==> src/rtl/ps2_host_cmd.sv <==
// Host-to-keyboard command path: CPU writes to ports 060h/064h are queued as
// {is_cmd, data} entries and drained by the RISC-V supervisor through a 4-word window.
module ps2_host_cmd #(
  parameter int DEPTH_LOG2 = 3
) (
  input  logic        clk,
  input  logic        reset_n,
  input  logic [9:0]  r_addr,
  input  logic [31:0] r_din,
  output logic [31:0] r_dout,
  input  logic [3:0]  r_lane,
  input  logic        r_wr,
  input  logic        r_valid,
  output logic        r_ready,
  input  logic [11:0] port,
  input  logic [7:0]  din,
  input  logic        cpu_iowrin,
  output logic        cpu_iowrout,
  output logic        ibf,
  output logic        overflow
);

  localparam int DEPTH = 1 << DEPTH_LOG2;
  localparam logic [DEPTH_LOG2:0] FULL_CNT = {1'b1, {DEPTH_LOG2{1'b0}}};

  logic [8:0]            mem [DEPTH];
  logic [DEPTH_LOG2-1:0] rp;
  logic [DEPTH_LOG2-1:0] wp;
  logic [DEPTH_LOG2:0]   count;
  logic [DEPTH_LOG2:0]   count_next;
  logic                  iowr_armed;

  logic        accept;
  logic        iowr;
  logic        port_hit;
  logic        nonempty;
  logic        full;
  logic        ctrl_wr;
  logic        do_flush;
  logic        do_clr;
  logic        do_pop;
  logic        push_req;
  logic        do_push;
  logic        drop;
  logic [5:0]  cnt6;
  logic [8:0]  entry;
  logic [31:0] peek_word;
  logic [31:0] rd_word;
  logic        unused_bits;

  assign unused_bits = ^{r_lane, r_addr[9:2], r_din[31:2]};

  assign accept   = r_valid & ~r_ready;
  assign iowr     = cpu_iowrin ^ cpu_iowrout;
  assign port_hit = (port == 12'h060) || (port == 12'h064);
  assign nonempty = (count != '0);
  assign full     = (count == FULL_CNT);
  assign ctrl_wr  = accept & r_wr & (r_addr[1:0] == 2'd2);
  assign do_flush = ctrl_wr & r_din[0];
  assign do_clr   = ctrl_wr & r_din[1];
  assign do_pop   = accept & ~r_wr & (r_addr[1:0] == 2'd1) & nonempty;

  // A toggle left pending across reset is acknowledged but never queued.
  assign push_req = iowr & iowr_armed & port_hit & ~do_flush;
  assign do_push  = push_req & (~full | do_pop);
  assign drop     = push_req & full & ~do_pop;

  assign cnt6      = 6'(count);
  assign entry     = mem[rp];
  assign peek_word = {overflow, 14'b0, cnt6, nonempty, 1'b0, entry};

  always_comb begin
    count_next = count;
    if (do_flush) begin
      count_next = '0;
    end else begin
      case ({do_push, do_pop})
        2'b10:   count_next = count + 1'b1;
        2'b01:   count_next = count - 1'b1;
        default: count_next = count;
      endcase
    end
  end

  always_comb begin
    rd_word = '0;
    if (!r_wr) begin
      case (r_addr[1:0])
        2'd0, 2'd1: rd_word = peek_word;
        2'd2:       rd_word = {overflow, 25'b0, cnt6};
        default:    rd_word = '0;
      endcase
    end
  end

  always_ff @(posedge clk) begin
    if (do_push) mem[wp] <= {port[2], din};
  end

  always_ff @(posedge clk or negedge reset_n) begin
    if (!reset_n) begin
      rp          <= '0;
      wp          <= '0;
      count       <= '0;
      r_dout      <= '0;
      r_ready     <= 1'b0;
      cpu_iowrout <= 1'b0;
      iowr_armed  <= 1'b0;
      ibf         <= 1'b0;
      overflow    <= 1'b0;
    end else begin
      cpu_iowrout <= cpu_iowrin;
      iowr_armed  <= 1'b1;
      r_ready     <= accept;
      if (accept) r_dout <= rd_word;
      if (do_push) wp <= wp + 1'b1;
      if (do_flush) rp <= wp;
      else if (do_pop) rp <= rp + 1'b1;
      count <= count_next;
      ibf   <= (count_next != '0);
      if (drop) overflow <= 1'b1;
      else if (do_clr) overflow <= 1'b0;
    end
  end

endmodule

==> config.mk <==
export PLATFORM = sky130hd
export DESIGN_NAME = ps2_host_cmd
export DESIGN_NICKNAME = d
export VERILOG_FILES = /design/src/rtl/ps2_host_cmd.sv
export SDC_FILE = /design/constraint.sdc
export NUM_CORES = 1
export LEC_CHECK = 0
export CAP_MARGIN = 20
export CORE_AREA = 2 2 97 99
export CTS_BUF_LIST = sky130_fd_sc_hd__clkbuf_4 sky130_fd_sc_hd__clkbuf_8 sky130_fd_sc_hd__clkbuf_16
export DETAILED_ROUTE_END_ITERATION = 10
export DIE_AREA = 0 0 99 101
export PLACE_DENSITY = 0.79
export SYNTH_ARGS = -nofsm -noshare
export SYNTH_HDL_FRONTEND = slang
export SYNTH_SLANG_ARGS = --single-unit
==> constraint.sdc <==
create_clock -name clk -period 3.3 [get_ports clk]
set_input_delay 0.66 -clock clk [delete_from_list [all_inputs] [get_ports clk]]
set_output_delay 0.66 -clock clk [all_outputs]
set_load 0.005 [all_outputs]
-- After elaboration in Yosys (flattened, before gate mapping)
Memory sizes are Yosys's and may differ from the RTL's.
Cells that the tools add are included.
- register bits: 47
- bits in writable memories: 72
- bits of input ports: 71
- output and inout port bits: 36
- word-level logic and storage cells: 59
- memories kept: 1
- memory list (memory ; depth ; width ; rd ports ; clocked after Yosys merged registers in ; wr ports ; line ; text):
    mem ; 8 ; 9 ; 1 ; 0 ; 1 ; 26 ; logic [8:0] mem [DEPTH];
- $add $sub $neg: 4
- eq/ne operators: 7
- muxes and demuxes: 10
- bitwise operators: 21
- reduce and logical (&&, ||, !) cells: 7
- operator list (operator ; number):
    32-bit one-hot mux with 2 select lines ; 1
    32-bit 2-to-1 mux ; 1
    12-bit by 7-bit == test with 1-bit output (second input constant) ; 2
    1-bit AND ; 14
    4-bit one-hot mux with 2 select lines ; 1
    4-bit nonzero test ; 2
    3-bit by 1-bit adder with 3-bit output (second input constant) ; 2
    3-bit 2-to-1 mux ; 2
    1-bit inverter ; 5
    4-bit by 1-bit adder with 4-bit output (second input constant) ; 1
    2-bit by 1-bit == test with 1-bit output (second input constant) ; 2
    2-bit == test (second input constant) ; 2
    4-bit == test (second input constant) ; 1
    1-bit 2-to-1 mux ; 4
    4-bit 2-to-1 mux ; 1
    2-bit nonzero test ; 2
    4-bit by 1-bit subtractor with 4-bit output (second input constant) ; 1
    2-bit logical NOT ; 1
    2-bit OR reduction ; 1
    1-bit logical OR ; 1
    1-bit OR ; 1
    1-bit XOR ; 1

-- Depth between registers and ports, before layout
- word-level depth: 12
- depth in mapped cells: 14
- mapped depth without buffers: 12

-- Worst setup path after synthesis
No wires, ideal clock.
- kind: input port to flip-flop
- start: in r_wr
- end: reg ibf
- setup time: 0.142 ns
- arrival time: 3.092 ns
- data required time: 3.158 ns
- path slack: 0.066 ns
- stages on the path: 12
- path buffers: 1
- cells stage by stage: or4b_4 > o211a_1 > or3_4 > buf_6 > ha_1 > xor2_1 > ha_1 > a21oi_1 > xor2_1 > nor2_1 > xnor2_1 > a41oi_1
- longest elaborated chain between the ends: 10
- elaborated cells between the ends (all ways): 16
- those cells by class: eq/ne (2); mux (2); bitwise (11); reduce/logical (1)
- RTL lines (what ; line ; text):
    from (decl) ; 12 ; input logic r_wr,
    1-bit AND / 1-bit inverter (equally long branches) ; 58, 61 ;
    1-bit AND (on tied branches) ; 58, 61 ;
    1-bit AND (on tied branches) ; 59, 61 ;
    1-bit inverter / 1-bit AND (equally long branches) ; 64, 61 ;
    1-bit AND / 1-bit OR (equally long branches) ; 64, 65 ;
    1-bit AND ; 65 ; assign do_push = push_req & (~full | do_pop);
    2-bit by 1-bit == test with 1-bit output / 2-bit == test (equally long branches) ; 77 ; case ({do_push, do_pop})
    4-bit one-hot mux with 2 select lines ; 77 ;
    4-bit 2-to-1 mux * ; 74 ; if (do_flush) begin
    4-bit nonzero test * ; 120 ; ibf <= (count_next != '0);
    to (signal assigned) ; 120 ;
    to (decl) ; 19 ; output logic ibf,
Every way passes the cells marked *; elsewhere a longest branch is shown, timed or not.
A chain may end at the register's enable or synchronous reset.

-- Worst setup path in the final report
- start: in r_addr[1]
- end: reg ibf
- longest elaborated chain between the ends: 10
- elaborated cells between the ends (all ways): 15
- those cells by class: eq/ne (4); mux (2); bitwise (8); reduce/logical (1)
- RTL lines (what ; line ; text):
    from (decl) ; 8 ; input logic [9:0] r_addr,
    2-bit == test ; 58 ; assign ctrl_wr = accept & r_wr & (r_addr[1:0] == 2'd2);
    1-bit AND ; 58 ;
    1-bit AND ; 59 ; assign do_flush = ctrl_wr & r_din[0];
    1-bit inverter ; 64 ; assign push_req = iowr & iowr_armed & port_hit & ~do_flush;
    1-bit AND ; 64 ;
    1-bit AND ; 65 ;
    2-bit by 1-bit == test with 1-bit output / 2-bit == test (equally long branches) ; 77 ;
    4-bit one-hot mux with 2 select lines ; 77 ;
    4-bit 2-to-1 mux * ; 74 ;
    4-bit nonzero test * ; 120 ;
Marks and branches as above.

==> flow_metrics.tcl <==
set metrics [dict create \
    place_congestion 0.801 \
    drt_wl_total_um 7940 \
    fin_crit_sh 0.908 \
    p_per_area_nw_per_um2 513 \
    core-area_sq_um 8980 \
    insertion_delay_ns 0.36 \
    yosysWarnings 0 \
    worst-path-max-fanout 2 \
    antenna_cells 0 \
    grt_pass1_vias 2427 \
    synth_area_sq_um 4300 \
    dpl_worst_slack_ns -0.292 \
    overflow 0 \
    reg2reg_setup_slack_ns 0.34 \
    fin_util 0.577 \
    synthFlopType "edfxtp_1" \
    numCtsBuffers 9 \
    tritoncts "done" \
    end_kind "register" \
    max_cap_violations 0 \
    power.leakage_nw 1.92 \
    via_per_inst 5.39 \
    post-route-min-period_ns 3.00 \
    layout.cells.non_filler 448 \
    rsz0062_at_grt "false" \
    slowest_stage "or4b_4" \
    hold_path.class "register to register" \
    synth.ff_latch_count 102 \
    ys_seq_area_frac 0.678 \
    dieWidth_um 99 \
    arrival_ns 3.23 \
    synthTopCellsByCount "72 x edfxtp_1, 30 x dfrtp_1, 18 x mux4_2" \
    grt_pass1_wl_um 12900 \
    cp_common_cell "xor2_1" \
    max_stage_delay_ns 0.54 \
    grt_max_degree 31 \
    synth-edff-count 72 \
    postCtsHoldBufs 0 \
    cp.required_ns 3.53 \
    drive_gt1_frac 0.202 \
    postPlaceCellArea_sq_um 4940 \
    row_count 35 \
    final_cell_area_sq_um 5180 \
    worst_slew_pin_slew_ns 0.907 \
    skew_ns 0.0112 \
    status "finished clean" \
    dr.pass1.iters 4 \
    root_buffer "clkbuf_8" \
    setup_ws_ns 0.302 \
    finalHoldViolCount 0 \
    yosysMostFrequentCell "edfxtp_1" \
    clock_sinks 102 \
    setup.worst_path.class "primary input to register" \
    peakVddDrop_v 0.000244 \
    async_reset_ff_frac 0.294 \
    post_synth_inst_count 265 \
    io_pins 107 \
    cp-start-kind "primary input" \
    clkTransAtPathRegs_ns 0.10 \
    die_area_sq_um 10000 \
    dp.cells 431 \
    drc 0 \
    ant_nets 0 \
    ctsHtreeMaxLevel 3 \
    layout.nets 408 \
    setup_violations 0 \
    fmax_mhz 334 \
    die_h_um 101 \
    wire_per_inst_um 17.7 \
    hpwl_um 5370 \
    avgSynthCellArea_sq_um 16.2 \
    io_buffers 47 \
    slew_headroom 0.396 \
    cp_cell_sequence "dlymetal6s2s_1 > or4b_4 > o211a_1 > or3_4 > ha_4 > xor2_1 > ha_2 > a21oi_2 > xor2_1 > nor2_1 > xnor2_1 > a41oi_2" \
    antenna_found_initial 0 \
    synth_top_cell_by_area "edfxtp_1" \
    ys_top_cells_by_area "edfxtp_1 50%, dfrtp_1 17%, mux4_2 9.4%" \
    power.total_mw 2.66 \
    synth_top_cell_area_share 0.503 \
    cts_max_path_buffers 2 \
    start_util 0.478 \
    grt_usage 0.171 \
    slew_viol_final 0 \
    yosys.cell_types.count 40 \
    vias 2415 \
    first_iter_violations 187 \
    syn_to_final_growth_pct 20.7 \
]
-- power breakdown --
part / internal (mW) / total, mW / switching (mW) / leakage [nW]
sequential: 1.41 / 1.47 / 0.0561 / 1.04
combinational: 0.258 / 0.445 / 0.187 / 0.784
clock: 0.293 / 0.743 / 0.450 / 0.0969
-- flip-flops by register name, indices dropped and copies added, names as in the netlist, 3 cells and up --
name    count
mem        72
count       4
rp          3
wp          3
r_dout     15
-- per-stage QoR --
stage               hold WS, ns  setup TNS [ns]
global placement          0.454          -0.518
floorplan                 0.364               0
CTS                       0.487               0
detailed placement        0.464          -0.581
finish                    0.482               0
global route              0.521               0
-- critical path: cells and delay by family --
family	cells	cell delay (ns)
XOR/XNOR	3	0.53
AO/OA/AOI/OAI	3	0.52
adder cells (fa/ha/maj)	2	0.35
buffers and inverters	1	0.13
AND/OR/NAND/NOR	3	1.01
-- layer usage --
layer	part of all wire	global-route usage	vias to the layer above
li1	-	-	1106
met1	0.44	0.231	1229
met2	0.50	0.280	71
met3	0.046	0.0319	9
met4	0.0098	0.0632	0
met5	0	0	-
-- cell usage in the layout (no fill, tap or decap), drive strengths merged --
| cell | count |
|---|---|
| clkbuf | 9 |
| nor2b | 1 |
| nand4b | 2 |
| nand3 | 1 |
| a31oi | 1 |
| buf | 24 |
| clkdlybuf4s50 | 44 |
| xnor2 | 5 |
| nor3 | 5 |
| nand2b | 1 |
| or4b | 1 |
| o22ai | 4 |
| or3 | 1 |
| a21oi | 5 |
| conb | 18 |
| dlymetal6s2s | 3 |
| inv | 8 |
| dfrtp | 30 |
| nor4 | 5 |
| and3 | 1 |
| o21ai | 10 |
| a41oi | 1 |
| ha | 5 |
| and3b | 1 |
| mux2i | 11 |
| xor2 | 6 |
| nand2 | 15 |
| nand4 | 1 |
| nor4b | 5 |
| clkinv | 4 |
| mux4 | 18 |
| mux2 | 1 |
| a22o | 5 |
| nor2 | 11 |
| o211a | 1 |
| edfxtp | 72 |
| nor3b | 1 |
-- kinds of logic after synthesis --
group,count (synthesis),synth area share
xor gates and xnor gates,11,0.0224
adders and majority gates,5,0.0146
and+or+nand+nor,52,0.0717
DFF,102,0.678
AOI/OAI and AO/OA,27,0.0393
other,2,0.00175
buffers and inverters,36,0.0495
muxes,30,0.123
-- final timing paths --
path | start | to | depth (start not counted)
setup / recovery | r_addr[1] | ibf$_DFF_PN0_ | 12
hold / removal | r_dout[31]$_DFFE_PN0N_ | r_dout[31]$_DFFE_PN0N_ | 2
setup reg to reg | r_ready$_DFF_PN0_ | ibf$_DFF_PN0_ | 11
hold reg to reg | r_dout[31]$_DFFE_PN0N_ | r_dout[31]$_DFFE_PN0N_ | 2
max in group asynchronous | reset_n | r_dout[11]$_DFFE_PN0N_ | 2
min in group asynchronous | reset_n | count[2]$_DFF_PN0_ | 2
-- what timing repair did --
item | CTS | global route
setup buffers | 0 | 1
resized for setup | 0 | 10
setup endpoints to repair | 0 | 1
-- layout make-up --
class / count / area [sq um]
timing repair buffer: 71 / 658
inverter: 5 / 18.8
sequential: 102 / 2910
clock buffer: 9 / 124
clock inverter: 7 / 66.3
fill: 686 / 3790
multi-input combinational: 143 / 1260
tap: 111 / 139
Note: power is estimated with default switching activity, not from simulation.
